**config.mk**
```make
export PLATFORM = sky130hd
export DESIGN_NAME = dma_status_gen
export DESIGN_NICKNAME = d
export VERILOG_FILES = /design/src/rtl/dma_pkg.sv /design/src/rtl/dma_byte_counter.sv /design/src/rtl/dma_status_gen.sv
export SDC_FILE = /design/constraint.sdc
export NUM_CORES = 1
export LEC_CHECK = 0
export ABC_AREA = 1
export CAP_MARGIN = 5
export CORE_ASPECT_RATIO = 1.75
export CORE_MARGIN = 2
export CORE_UTILIZATION = 53
export CTS_BUF_LIST = sky130_fd_sc_hd__clkbuf_16
export DETAILED_ROUTE_END_ITERATION = 6
export HOLD_SLACK_MARGIN = 0.03
export PLACE_DENSITY = 0.8
export SKIP_LAST_GASP = 1
export SYNTH_ARGS = -nofsm -noshare
export SYNTH_HDL_FRONTEND = slang
export SYNTH_SLANG_ARGS = --single-unit
```
**constraint.sdc**
```tcl
create_clock -name clk -period 3.3 [get_ports clk]
set_input_delay 0.99 -clock clk [delete_from_list [all_inputs] [get_ports clk]]
set_output_delay 0.99 -clock clk [all_outputs]
set_load 0.01 [all_outputs]
```
**src/rtl/dma_pkg.sv**
```systemverilog
// dma_pkg: shared definitions for the DMA status generator.
//   - dma_state_e  : FSM state encoding
//   - dma_desc_t   : latched descriptor fields from the fetch stage
//   - status word geometry {last, index[7:0], bytes[15:0]}
//   - popcount4    : number of enabled bytes in a 32-bit beat
package dma_pkg;

    localparam int unsigned LEN_W     = 16;
    localparam int unsigned IDX_W     = 8;
    localparam int unsigned BE_W      = 4;
    localparam int unsigned CNT_W     = LEN_W + 1;
    localparam int unsigned POP_W     = 3;
    localparam int unsigned STATUS_W  = 25;
    localparam int unsigned LAST_BIT  = 24;
    localparam int unsigned IDX_MSB   = 23;
    localparam int unsigned IDX_LSB   = 16;
    localparam int unsigned BYTES_MSB = 15;

    typedef enum logic [1:0] {
        IDLE   = 2'd0,
        ACTIVE = 2'd1,
        PUSH   = 2'd2,
        DONE   = 2'd3
    } dma_state_e;

    typedef struct packed {
        logic             last;
        logic [IDX_W-1:0] index;
        logic [LEN_W-1:0] length;
    } dma_desc_t;

    // Count of set byte enables (0..4)
    function automatic logic [POP_W-1:0] popcount4(input logic [BE_W-1:0] be);
        return POP_W'(be[0]) + POP_W'(be[1]) + POP_W'(be[2]) + POP_W'(be[3]);
    endfunction

endpackage

```
**src/rtl/dma_byte_counter.sv**
```systemverilog
// dma_byte_counter: per-descriptor byte accumulator.
// Ports:
//   clk, reset_n  - clock, async active-low reset
//   clear         - restart the count at 0 (descriptor accepted)
//   beat_en       - accepted write beat while the transfer is active
//   be            - byte enables of that beat
//   length        - latched programmed length
//   done_c        - post-add count >= length (combinational)
//   bytes_c       - count saturated to 16 bits (combinational from register)
//   overrun       - sticky, count has exceeded length since reset
module dma_byte_counter
    import dma_pkg::*;
(
    input  logic             clk,
    input  logic             reset_n,
    input  logic             clear,
    input  logic             beat_en,
    input  logic [BE_W-1:0]  be,
    input  logic [LEN_W-1:0] length,
    output logic             done_c,
    output logic [LEN_W-1:0] bytes_c,
    output logic             overrun
);

    localparam int unsigned SUM_W = CNT_W + 1;

    logic [CNT_W-1:0] count_q;
    logic [CNT_W-1:0] count_nxt_c;
    logic [SUM_W-1:0] sum_c;

    // Post-add count; the 17-bit accumulator sticks at all-ones instead of wrapping
    always_comb begin
        sum_c       = {1'b0, count_q} + SUM_W'(popcount4(be));
        count_nxt_c = count_q;
        if (beat_en) begin
            count_nxt_c = sum_c[SUM_W-1] ? '1 : sum_c[CNT_W-1:0];
        end
    end

    assign done_c  = count_nxt_c >= CNT_W'(length);
    assign bytes_c = (|count_q[CNT_W-1:LEN_W]) ? '1 : count_q[LEN_W-1:0];

    always_ff @(posedge clk or negedge reset_n) begin
        if (!reset_n) begin
            count_q <= '0;
            overrun <= 1'b0;
        end else begin
            count_q <= clear ? '0 : count_nxt_c;
            if (beat_en && (count_nxt_c > CNT_W'(length))) begin
                overrun <= 1'b1;
            end
        end
    end

endmodule

```
**src/rtl/dma_status_gen.sv**
```systemverilog
// dma_status_gen: tracks one descriptor's write beats and pushes a status word.
// Ports:
//   clk, reset_n                  - clock, async active-low reset
//   desc_valid_i/desc_ready_o     - descriptor handshake with the fetch stage
//   desc_index_i/length_i/last_i  - descriptor fields
//   wr_enable_o                   - write master may issue beats (ACTIVE only)
//   wr_beat_i/wr_be_i/wr_eop_i    - accepted beat, its byte enables, early end
//   dma_status_fifo_almost_full_i - status stage back-pressure
//   dma_status_fifo_wr_req_o      - one-cycle status push
//   dma_status_fifo_data_o        - {last, index, bytes}, valid with wr_req
//   overrun_o                     - sticky length overrun
//   chain_done_o                  - pulse after the last descriptor's status push
module dma_status_gen
    import dma_pkg::*;
(
    input  logic                clk,
    input  logic                reset_n,
    input  logic                desc_valid_i,
    output logic                desc_ready_o,
    input  logic [IDX_W-1:0]    desc_index_i,
    input  logic [LEN_W-1:0]    desc_length_i,
    input  logic                desc_last_i,
    output logic                wr_enable_o,
    input  logic                wr_beat_i,
    input  logic [BE_W-1:0]     wr_be_i,
    input  logic                wr_eop_i,
    input  logic                dma_status_fifo_almost_full_i,
    output logic                dma_status_fifo_wr_req_o,
    output logic [STATUS_W-1:0] dma_status_fifo_data_o,
    output logic                overrun_o,
    output logic                chain_done_o
);

    dma_state_e        state_q, state_d;
    dma_desc_t         desc_q;
    logic              accept_c;
    logic              beat_en_c;
    logic              done_c;
    logic [LEN_W-1:0]  bytes_c;
    logic              push_d;
    logic              ready_d;
    logic              wr_en_d;
    logic              chain_done_d;
    logic [STATUS_W-1:0] data_d;

    assign accept_c  = (state_q == IDLE) && desc_ready_o && desc_valid_i;
    assign beat_en_c = wr_beat_i && (state_q == ACTIVE);

    dma_byte_counter u_byte_counter (
        .clk     (clk),
        .reset_n (reset_n),
        .clear   (accept_c),
        .beat_en (beat_en_c),
        .be      (wr_be_i),
        .length  (desc_q.length),
        .done_c  (done_c),
        .bytes_c (bytes_c),
        .overrun (overrun_o)
    );

    // Next state and next values of the registered outputs
    always_comb begin
        state_d      = state_q;
        push_d       = 1'b0;
        data_d       = dma_status_fifo_data_o;
        case (state_q)
            IDLE:   if (accept_c) state_d = ACTIVE;
            ACTIVE: if (done_c || (beat_en_c && wr_eop_i)) state_d = PUSH;
            PUSH: begin
                if (!dma_status_fifo_almost_full_i) begin
                    push_d  = 1'b1;
                    state_d = DONE;
                end
            end
            DONE:    state_d = IDLE;
            default: state_d = IDLE;
        endcase
        if (push_d) begin
            data_d[LAST_BIT]        = desc_q.last;
            data_d[IDX_MSB:IDX_LSB] = desc_q.index;
            data_d[BYTES_MSB:0]     = bytes_c;
        end
        ready_d      = (state_d == IDLE);
        wr_en_d      = (state_d == ACTIVE);
        chain_done_d = (state_q == DONE) && desc_q.last;
    end

    // State, latched descriptor and registered outputs
    always_ff @(posedge clk or negedge reset_n) begin
        if (!reset_n) begin
            state_q                  <= IDLE;
            desc_q                   <= '0;
            desc_ready_o             <= 1'b0;
            wr_enable_o              <= 1'b0;
            dma_status_fifo_wr_req_o <= 1'b0;
            dma_status_fifo_data_o   <= '0;
            chain_done_o             <= 1'b0;
        end else begin
            state_q                  <= state_d;
            if (accept_c) begin
                desc_q <= '{last: desc_last_i, index: desc_index_i, length: desc_length_i};
            end
            desc_ready_o             <= ready_d;
            wr_enable_o              <= wr_en_d;
            dma_status_fifo_wr_req_o <= push_d;
            dma_status_fifo_data_o   <= data_d;
            chain_done_o             <= chain_done_d;
        end
    end

endmodule
```
==> run summary, run 1 <==
YOSYS
----------------------------------------------------------------------------------------
Adder-cell share of the synthesized area                                          0.0789
Most used flip-flop cell after synthesis                                    sky130_fd_sc_hd__dfrtp_1
Dominant cell type by area after synthesis                                  sky130_fd_sc_hd__dfrtp_1
Yosys reg bits                                                                        74
Share of synthesized cell area in and, or, nand and nor gates                      0.261
Share of the synthesized area in compound gates (AO/OA/AOI/OAI)                   0.0832
Avg Synthesized Cell Area                                                     8.04 sq um
Mux contribution to synthesized area                                                   0
Synthesized netlist net count                                                        535
Distinct cells, synth                                                                 38
Share of the synthesized netlist area taken by xor and xnor gates                 0.0137
Synth Warn #                                                                           0
Dominant combinational cell family by area after synthesis                  simple AND/OR/NAND/NOR gates
FFs w/ async S/R, synth                                                             1.00
Seq/Total Area, Yosys                                                              0.483
Area share of the leading cell type in the synthesized netlist                     0.483
Number of enable-type register cells in the synthesized netlist                        0
Top post-synthesis cells by area                                            sky130_fd_sc_hd__dfrtp_1 48%, sky130_fd_sc_hd__nand2_1 16%, sky130_fd_sc_hd__ha_1 6.8%, sky130_fd_sc_hd__inv_1 6.1%, sky130_fd_sc_hd__o21ai_0 4.6%
Synth Cell Area                                                             0.00384 sq mm
Gate count after technology mapping                                                  477

ROUTE
----------------------------------------------------------------------------------------
Per-cell routed wire length                                                 14.4 microns
DR DRC count                                                                           1
Mean number of vias per cell                                                        5.29
Final WL                                                                    9540 microns
Number of antenna-violating nets in the routed design                                  0
Number of search-and-repair iterations in the first detailed-routing pass              7
Total number of vias                                                                3517
DRC violation total after the first TritonRoute iteration                            286

GLOBAL ROUTE
----------------------------------------------------------------------------------------
Congestion Overflow GR                                                                 0
Number of global-route vias before repair                                           3385
First-pass GRT wire length                                                  15400 microns
Total track usage                                                                  0.261
Initial antenna violation count                                                        1
Pin count of the biggest net entering global routing                                  48

CTS
----------------------------------------------------------------------------------------
Clk slew on worst S/H paths                                                      0.05 ns
Clk_lat worst skew                                                               0.33 ns
Master cell of the clock root buffer                                        sky130_fd_sc_hd__clkbuf_16
Count of H-tree levels built during CTS                                                3
Clock buffer count from CTS                                                            9
Clock net sink count                                                                  74
Clock tree from TritonCTS                                                            yes
CTS Buffer Depth                                                                       2

WORST SETUP PATH
----------------------------------------------------------------------------------------
Max FO, Critical Path                                                                  4
Library cell appearing most often on the critical path                      sky130_fd_sc_hd__nand2_1
Arrival @ worst endpoint                                                         4.34 ns
Highest cell delay on the worst timing path                                      0.37 ns
Family of cells with the greatest summed delay on the critical path          adder cells
Classification of the worst setup path                                      primary input to flip-flop
Critical Path, Cell by Cell                                                 buf_6 > ha_4 > inv_2 > fa_1 > inv_1 > ha_1 > ha_1 > nand2_1 > inv_1 > nand2_1 > nand2_1 > nand4_1 > buf_4 > buf_4 > nor3_1 > a21oi_1 > ha_1 > nand2_1 > nor2_2 > nand3_1 > nor2_2 > a21oi_2 > nand4_1 > nand2_1
Capturing element type of the critical path                                    flip-flop
WP data required                                                                 3.52 ns
Critical path launch point type                                             primary input
Worst Path Buf+Inv                                                                     6
CP max stage cell                                                           sky130_fd_sc_hd__fa_1

LAYOUT
----------------------------------------------------------------------------------------
Area used by multi-input combinational logic                                0.00190 sq mm
Most frequent standard cell in the layout excluding fill and tap cells      sky130_fd_sc_hd__nand2_1
Leading cell types in the layout, fill and taps excluded                    155 x sky130_fd_sc_hd__nand2_1, 74 x sky130_fd_sc_hd__dfrtp_1, 59 x sky130_fd_sc_hd__clkdlybuf4s50_1, 58 x sky130_fd_sc_hd__inv_1, 34 x sky130_fd_sc_hd__o21ai_0
Area taken by flip-flops and latches                                        0.00185 sq mm
Total number of nets in the final design                                             631
Synthesis-to-finish area growth                                                    38.6%
Fill cell count                                                                      497
Fraction of final layout cells sized beyond drive strength 1                       0.197
Utilization of the core after routing                                              0.746

FLOORPLANNING
----------------------------------------------------------------------------------------
Total core area                                                             0.00713 sq mm
Number of cell rows                                                                   41
Full die area                                                               0.00796 sq mm
Die W                                                                       68.3 microns
Starting utilization of the core area                                              0.538
I/O pin cnt                                                                           65
Die Height                                                                   117 microns

TIMING
----------------------------------------------------------------------------------------
Post-Route Hold Slack                                                           0.468 ns
Normalized max-slew margin                                                         0.489
Transition time of the tightest slew-check pin                                  0.762 ns
Post-Route Skew                                                               0.00486 ns
Setup repair after global routing missed its margin                                  yes
Number of endpoints with negative hold slack in the final report                       0
Number of setup violations in the final report                                         6
Minimum clock period                                                             4.12 ns
Fin crit share                                                                      1.25
Max-slew violation total from the final report                                         0
Final WS setup                                                                 -0.820 ns
Top achievable clock speed                                                     0.243 GHz

POWER AND IR DROP
----------------------------------------------------------------------------------------
Maximum vdd drop                                                              0.000430 V
Net Sw Frac                                                                        0.351
Combinational share of power                                                       0.414
Total leakage power                                                              2.71 nW
Clock power frac                                                                   0.231
Cell internal pwr                                                                2.58 mW
Net switching power                                                              1.39 mW
Power per standard cell area                                                 747 mW/mm^2
Part of the power in registers                                                     0.355

PLACE
----------------------------------------------------------------------------------------
Post-detailed-placement half-perimeter wirelength                           6530 microns
Number of buffers added on ports                                                      64
Placer's final routability congestion estimate                                     0.880
Dpl ws                                                                          -1.52 ns

WORST HOLD PATH
----------------------------------------------------------------------------------------
Class of the tightest hold or removal check                                 flip-flop to flip-flop

OUTCOME
----------------------------------------------------------------------------------------
Failing checks                                                              DRC, setup timing
Status                                                                      finished, violations left

FLOW RUN
----------------------------------------------------------------------------------------
Count of maximum capacitance violations                                                0

## layer usage
layer | GRT usage | vias up | wire (microns)
met3 | 0.0511 | 36 | 396
met2 | 0.443 | 134 | 5220
li1 | - | 1698 | -
met4 | 0.144 | 0 | 409
met5 | 0 | - | 0
met1 | 0.300 | 1649 | 3520
## final cells by class
class / instances / area share
Clock buffer: 9 / 0.0424
Tap cell: 86 / 0.0202
Antenna cell: 1 / 0.000471
Inverter: 66 / 0.0471
Multi-Input combinational cell: 323 / 0.357
Timing Repair Buffer: 99 / 0.174
Clock inverter: 7 / 0.0101
Sequential cell: 74 / 0.348
## synth_stat cells, types with 2 or more instances
| cell type | count |
|---|---|
| sky130_fd_sc_hd__nand2_1 | 167 |
| sky130_fd_sc_hd__dfrtp_1 | 74 |
| sky130_fd_sc_hd__inv_1 | 62 |
| sky130_fd_sc_hd__o21ai_0 | 35 |
| sky130_fd_sc_hd__ha_1 | 21 |
| sky130_fd_sc_hd__nor2_1 | 20 |
| sky130_fd_sc_hd__a21oi_1 | 16 |
| sky130_fd_sc_hd__nand3_1 | 14 |
| sky130_fd_sc_hd__clkbuf_1 | 11 |
| sky130_fd_sc_hd__nand4_1 | 9 |
| sky130_fd_sc_hd__nor3_1 | 5 |
| sky130_fd_sc_hd__nor2_2 | 4 |
| sky130_fd_sc_hd__or2_2 | 3 |
| sky130_fd_sc_hd__xnor2_1 | 3 |
| sky130_fd_sc_hd__xor2_1 | 3 |
| sky130_fd_sc_hd__a22oi_1 | 2 |
| sky130_fd_sc_hd__and2_1 | 2 |
| sky130_fd_sc_hd__buf_2 | 2 |
| sky130_fd_sc_hd__fa_1 | 2 |
| sky130_fd_sc_hd__inv_2 | 2 |
| sky130_fd_sc_hd__nand2_2 | 2 |
| sky130_fd_sc_hd__nor2_4 | 2 |
## metrics by stage
step	TNS [ns]	cells	total power, mW	cell area, sq um
after floorplan	-2.89	477	2.23	3880
after global placement	-12.64	635	2.83	4760
after detailed placement	-14.17	635	2.92	4760
after CTS	-3.52	657	3.90	5130
after global routing	-4.81	665	4.28	5320
final	-3.41	665	3.97	5320
## worst paths after layout
path / start / endpoint / slack (ns) / cells past startpoint
max in group asynchronous: reset_n / dma_status_fifo_data_o[4] / 1.93 / 2
setup / recovery: wr_be_i[0] / wr_enable_o / -0.82 / 24
min in group asynchronous: reset_n / desc_q[22] / 0.69 / 1
hold reg to reg: dma_status_fifo_data_o[5] / dma_status_fifo_data_o[5] / 0.47 / 2
hold / removal: dma_status_fifo_data_o[5] / dma_status_fifo_data_o[5] / 0.47 / 2
setup reg to reg: u_byte_counter.count_q[0] / wr_enable_o / 0.32 / 20
## cells by family (layout without fill, tap and decap cells)
| family | after synthesis | after routing |
|---|---|---|
| AOI/OAI and AO/OA | 60 | 60 |
| xor gates and xnor gates | 6 | 6 |
| adders and majority gates | 23 | 23 |
| buffers and inverters | 80 | 181 |
| DFF | 74 | 74 |
| other | 0 | 1 |
| and+or+nand+nor | 234 | 234 |
## state kept, by name, summed over array words and instances (netlist names)
register / count
state_q: 2
desc_q: 25
u_byte_counter.count_q: 17
dma_status_fifo_data_o: 25
dma_status_fifo_wr_req_o: 1
chain_done_o: 1
wr_enable_o: 1
u_byte_counter.overrun: 1
desc_ready_o: 1
## power groups by stage
stage | Combinational (mW) | Sequential [mW] | Clock (mW)
after detailed placement | 1.50 | 1.42 | 0
after CTS | 1.57 | 1.41 | 0.922
final | 1.64 | 1.41 | 0.917
after floorplan | 0.769 | 1.46 | 0
after global routing | 1.86 | 1.45 | 0.965
after global placement | 1.43 | 1.40 | 0
## repair_timing
action	in CTS	in global routing
pin swaps	22	23
hold buffers	0	0
buffers inserted	6	7
resized for setup	27	32
setup endpoints to repair	21	14
## tightest hold or removal path, stage by stage (launching register included)
cell and delay [ns]:
sky130_fd_sc_hd__dfrtp_1 0.34, sky130_fd_sc_hd__nand2_1 0.05, sky130_fd_sc_hd__nand2_1 0.05
Note: power is estimated with default switching activity, not from simulation.
==> run 2, diff against run 1 <==
--- a/config.mk
+++ b/config.mk
@@ -9,12 +9,14 @@
 export CAP_MARGIN = 5
 export CORE_ASPECT_RATIO = 1.75
 export CORE_MARGIN = 2
-export CORE_UTILIZATION = 53
+export CORE_UTILIZATION = 54
 export CTS_BUF_LIST = sky130_fd_sc_hd__clkbuf_16
 export DETAILED_ROUTE_END_ITERATION = 6
 export HOLD_SLACK_MARGIN = 0.03
-export PLACE_DENSITY = 0.8
+export PLACE_DENSITY = 0.81
+export RECOVER_POWER = 25
 export SKIP_LAST_GASP = 1
 export SYNTH_ARGS = -nofsm -noshare
 export SYNTH_HDL_FRONTEND = slang
+export SYNTH_HIERARCHICAL = 1
 export SYNTH_SLANG_ARGS = --single-unit
==> constraint.sdc (replaced) <==
create_clock -name clk -period 4.4 [get_ports clk]
set_input_delay 1.32 -clock clk [delete_from_list [all_inputs] [get_ports clk]]
set_output_delay 1.32 -clock clk [all_outputs]
set_load 0.01 [all_outputs]
==> run 2 against run 1 <==
The run ends with capacitance limit, slew limit, setup timing left. Global-route usage rose by 0.31 points. Sequential cell count did not move. Critical path depth rose by 4. First-iteration DRC count rose by 2.1%. Core utilization rose by 0.76 points. Worst hold slack improved by 0.0058 ns. Synthesized cell count rose by 3.6%. Sequential power fell by 25%. Final area rose by 1.7%. Clock-buffer cell count did not move. Worst setup slack improved by 0.53 ns. Critical endpoint unchanged. Largest cell class unchanged. Highest routed layer unchanged.
==> run summary, run 2 <==
YOSYS
----------------------------------------------------------------------------------------
Area share of the leading cell type in the synthesized netlist                     0.464   -0.0186
Gate count after technology mapping                                                  494   +3.6%
Dominant cell type by area after synthesis                                  sky130_fd_sc_hd__dfrtp_1
Adder-cell share of the synthesized area                                          0.0684   -0.0106
Seq/Total Area, Yosys                                                              0.464   -0.0186
Synth Warn #                                                                           6   +6
Share of the synthesized netlist area taken by xor and xnor gates                 0.0198   +0.00606
Number of enable-type register cells in the synthesized netlist                        0   unchanged
Top post-synthesis cells by area                                            sky130_fd_sc_hd__dfrtp_1 46%, sky130_fd_sc_hd__nand2_1 17%, sky130_fd_sc_hd__inv_1 6.1%, sky130_fd_sc_hd__ha_1 5.3%, sky130_fd_sc_hd__nand2_2 2.8%
Distinct cells, synth                                                                 34   -11%
Share of synthesized cell area in and, or, nand and nor gates                      0.299   +0.0376
Synth Cell Area                                                             0.00399 sq mm   +4.0%
Yosys reg bits                                                                        74   unchanged
Mux contribution to synthesized area                                                   0   unchanged
Avg Synthesized Cell Area                                                     8.08 sq um   +0.43%
FFs w/ async S/R, synth                                                             1.00   unchanged
Synthesized netlist net count                                                        549   +2.6%
Most common library cells after synthesis                                   181 x sky130_fd_sc_hd__nand2_1, 74 x sky130_fd_sc_hd__dfrtp_1, 65 x sky130_fd_sc_hd__inv_1
Library cell with the highest instance count after synthesis                sky130_fd_sc_hd__nand2_1
Dominant combinational cell family by area after synthesis                  simple AND/OR/NAND/NOR gates
Most used flip-flop cell after synthesis                                    sky130_fd_sc_hd__dfrtp_1
Share of the synthesized area in compound gates (AO/OA/AOI/OAI)                   0.0564   -0.0267

TIMING
----------------------------------------------------------------------------------------
Max-slew violation total from the final report                                        43   +43
Fin crit share                                                                      1.07
Number of setup violations in the final report                                         5   -1
Transition time of the tightest slew-check pin                                   2.25 ns   +1.49 ns
Setup TNS                                                                       -1.20 ns   +2.21 ns
Minimum clock period                                                             4.69 ns
Number of endpoints with negative hold slack in the final report                       0   unchanged
Normalized max-slew margin                                                        -0.502   -0.991
Post-Route Skew                                                               0.00979 ns   +0.00493 ns
Setup repair after global routing missed its margin                                  yes
Post-Route Hold Slack                                                           0.473 ns   +0.00583 ns
Final WS setup                                                                 -0.293 ns   +0.528 ns
Top achievable clock speed                                                     0.213 GHz

GLOBAL ROUTE
----------------------------------------------------------------------------------------
Congestion Overflow GR                                                                 0   unchanged
Pin count of the biggest net entering global routing                                  49   +2.1%
Initial antenna violation count                                                        0   -1
Total track usage                                                                  0.264   +0.00314
First-pass GRT wire length                                                  15900 microns   +3.6%
Number of global-route vias before repair                                           3523   +4.1%

CTS
----------------------------------------------------------------------------------------
Clk slew on worst S/H paths                                                      0.05 ns   about the same
CTS Buffer Depth                                                                       2   unchanged
Clock buffer count from CTS                                                            9   unchanged
Master cell of the clock root buffer                                        sky130_fd_sc_hd__clkbuf_16
Hold buffer count at CTS                                                               0   unchanged
Clock net sink count                                                                  74   unchanged
Count of H-tree levels built during CTS                                                3   unchanged
Clk_lat worst skew                                                               0.34 ns   about the same
Clock tree from TritonCTS                                                            yes

LAYOUT
----------------------------------------------------------------------------------------
Count of inserted antenna diode cells                                                  0   -1
Final instance area                                                         0.00541 sq mm   +1.7%
Fraction of final layout cells sized beyond drive strength 1                       0.238   +0.0406
Most frequent standard cell in the layout excluding fill and tap cells      sky130_fd_sc_hd__nand2_1
Largest registers                                                           desc_q (25), dma_status_fifo_data_o (25), u_byte_counter/count_q (17)
Utilization of the core after routing                                              0.753   +0.00757
Total number of nets in the final design                                             647   +2.5%
Synthesis-to-finish area growth                                                    35.6%
Leading cell types in the layout, fill and taps excluded                    172 x sky130_fd_sc_hd__nand2_1, 74 x sky130_fd_sc_hd__dfrtp_1, 61 x sky130_fd_sc_hd__inv_1, 60 x sky130_fd_sc_hd__clkdlybuf4s50_1, 31 x sky130_fd_sc_hd__buf_4

WORST HOLD PATH
----------------------------------------------------------------------------------------
Count of cells along the worst hold path                                               2   unchanged
Startpoint of the tightest hold check path                                  u_byte_counter/overrun
Class of the tightest hold or removal check                                 flip-flop to flip-flop

FLOORPLANNING
----------------------------------------------------------------------------------------
Die Height                                                                   118 microns   +1.0%
Full die area                                                               0.00812 sq mm   +2.0%
Starting utilization of the core area                                              0.556   +0.0176
Total core area                                                             0.00718 sq mm   +0.72%
I/O pin cnt                                                                           65   unchanged
Die W                                                                       69.0 microns   +0.98%
Number of cell rows                                                                   41   unchanged

ROUTE
----------------------------------------------------------------------------------------
Per-cell routed wire length                                                 14.9 microns   +4.0%
Number of search-and-repair iterations in the first detailed-routing pass              6   -1
Mean number of vias per cell                                                        5.34   +0.94%
Final WL                                                                    10200 microns   +6.8%
Total number of vias                                                                3646   +3.7%
Number of antenna-violating nets in the routed design                                  0   unchanged
DR DRC count                                                                           0   -1
DRC violation total after the first TritonRoute iteration                            292   +2.1%

FLOW RUN
----------------------------------------------------------------------------------------
Count of maximum capacitance violations                                                1   +1

WORST SETUP PATH
----------------------------------------------------------------------------------------
Max FO, Critical Path                                                                  3   -1
WP data required                                                                 4.67 ns   +1.15 ns
Depth of the worst register-to-register path                                          26   +30%
Classification of the worst setup path                                      primary input to flip-flop
Arrival @ worst endpoint                                                         4.96 ns   +0.62 ns
Critical path launch point type                                             primary input
Capturing element type of the critical path                                    flip-flop
Start point of the critical path                                              wr_be_i[1]
Origin of the critical flop-to-flop path                                    u_byte_counter/count_q[0]

POWER AND IR DROP
----------------------------------------------------------------------------------------
Maximum vdd drop                                                              0.000369 V   -14%
Total leakage power                                                              2.85 nW   +5.2%
Power per standard cell area                                                 568 mW/mm^2   -24%

PLACE
----------------------------------------------------------------------------------------
Post-detailed-placement half-perimeter wirelength                           6680 microns   +2.4%
Placed standard-cell area                                                   0.00480 sq mm   +0.95%
Number of buffers added on ports                                                      64   unchanged
Placer's final routability congestion estimate                                     0.913   +3.9%

OUTCOME
----------------------------------------------------------------------------------------
Failing checks                                                              capacitance limit, slew limit, setup timing
Status                                                                      finished, violations left

==> run 2: cell count changes in the layout (fill, tap and decap cells not counted), moves of 5 or more <==
cell and change:
sky130_fd_sc_hd__o21ai_0 -31, sky130_fd_sc_hd__nand2_2 +12, sky130_fd_sc_hd__nand2_1 +17, sky130_fd_sc_hd__o21ai_1 +6
sky130_fd_sc_hd__nor2_1 +7, sky130_fd_sc_hd__o21ai_2 +9, sky130_fd_sc_hd__a21oi_2 -5
==> run 2: per-stage QoR <==
| stage | setup slack, ns | cells | total power [mW] |
|---|---|---|---|
| 5_1_grt | -0.468 | 683 | 3.27 |
| 4_1_cts | -0.159 | 679 | 3.02 |
| 2_1_floorplan | -0.0898 | 494 | 1.74 |
| 6_report | -0.293 | 683 | 3.07 |
| 3_3_place_gp | -0.703 | 653 | 2.13 |
| 3_5_place_dp | -0.913 | 653 | 2.18 |
==> run 2: cell type report <==
type                    instances  area (sq um)
repair buffers                 98           891
multi-input cells             337          1970
clock inverters                 7          85.1
fillers                       511          1770
well taps                      86           108
clock buffers                   9           225
inverters                      72           275
flip-flops and latches         74          1850
==> run 2: kinds of logic (layout without fill, tap and decap cells) <==
family                     count (synthesis)  after routing
adders and majority gates                 20             20
and+or+nand+nor                          270            270
xor gates and xnor gates                   9              9
buffers and inverters                     83            186
DFF                                       74             74
AOI/OAI and AO/OA                         38             38
==> run 2: per-layer routing <==
metal	GRT usage	vias to the layer above	routed length, microns
li1	-	1712	-
met1	0.284	1740	3570
met2	0.454	138	5480
met3	0.0392	56	431
met4	0.170	0	713
met5	0	-	0
==> run 2: critical path, stage by stage <==
cell and delay, ns:
sky130_fd_sc_hd__buf_6 0.09, sky130_fd_sc_hd__fa_1 0.54, sky130_fd_sc_hd__inv_2 0.04, sky130_fd_sc_hd__fa_2 0.34
sky130_fd_sc_hd__inv_2 0.08, sky130_fd_sc_hd__fa_2 0.20, sky130_fd_sc_hd__nand2_2 0.07, sky130_fd_sc_hd__nor2_4 0.13
sky130_fd_sc_hd__nand2_2 0.08, sky130_fd_sc_hd__nor3_4 0.31, sky130_fd_sc_hd__xor2_2 0.22, sky130_fd_sc_hd__nand2_2 0.11
sky130_fd_sc_hd__ha_4 0.27, sky130_fd_sc_hd__nand2_1 0.08, sky130_fd_sc_hd__nand2_1 0.08, sky130_fd_sc_hd__nor2_1 0.15
sky130_fd_sc_hd__nand3_2 0.09, sky130_fd_sc_hd__nand2_1 0.07, sky130_fd_sc_hd__nand2_1 0.05, sky130_fd_sc_hd__nand2_1 0.06
sky130_fd_sc_hd__nand2_1 0.06, sky130_fd_sc_hd__nand2_2 0.07, sky130_fd_sc_hd__nand3_2 0.07, sky130_fd_sc_hd__inv_2 0.07
sky130_fd_sc_hd__nand3_2 0.09, sky130_fd_sc_hd__nand2_2 0.12, sky130_fd_sc_hd__inv_2 0.03, sky130_fd_sc_hd__nor2_1 0.07
==> run 2: what timing repair did <==
item                                    CTS  global route
pin swaps                                26            28
endpoints found under the setup margin    5             5
gates resized for setup                  37            20
gates cloned                              0             0
hold endpoints to repair                  0             0
buffers inserted                         10             4
==> run 2: report_power, final <==
| part | switching, mW | internal [mW] | leakage, nW | total [mW] |
|---|---|---|---|---|
| clock network | 0.276 | 0.490 | 0.156 | 0.766 |
| logic | 0.678 | 0.571 | 1.74 | 1.25 |
| registers | 0.143 | 0.916 | 0.958 | 1.06 |
| total | 1.10 | 1.98 | 2.85 | 3.07 |
==> run 2: path summary, 6_finish.rpt <==
check / end / slack [ns]
setup / recovery: wr_enable_o / -0.29
hold / removal: u_byte_counter/overrun / 0.47
setup reg to reg: wr_enable_o / 0.91
hold reg to reg: u_byte_counter/overrun / 0.47
max in group asynchronous: desc_q[0] / 1.08
min in group asynchronous: dma_status_fifo_data_o[24] / 1.65
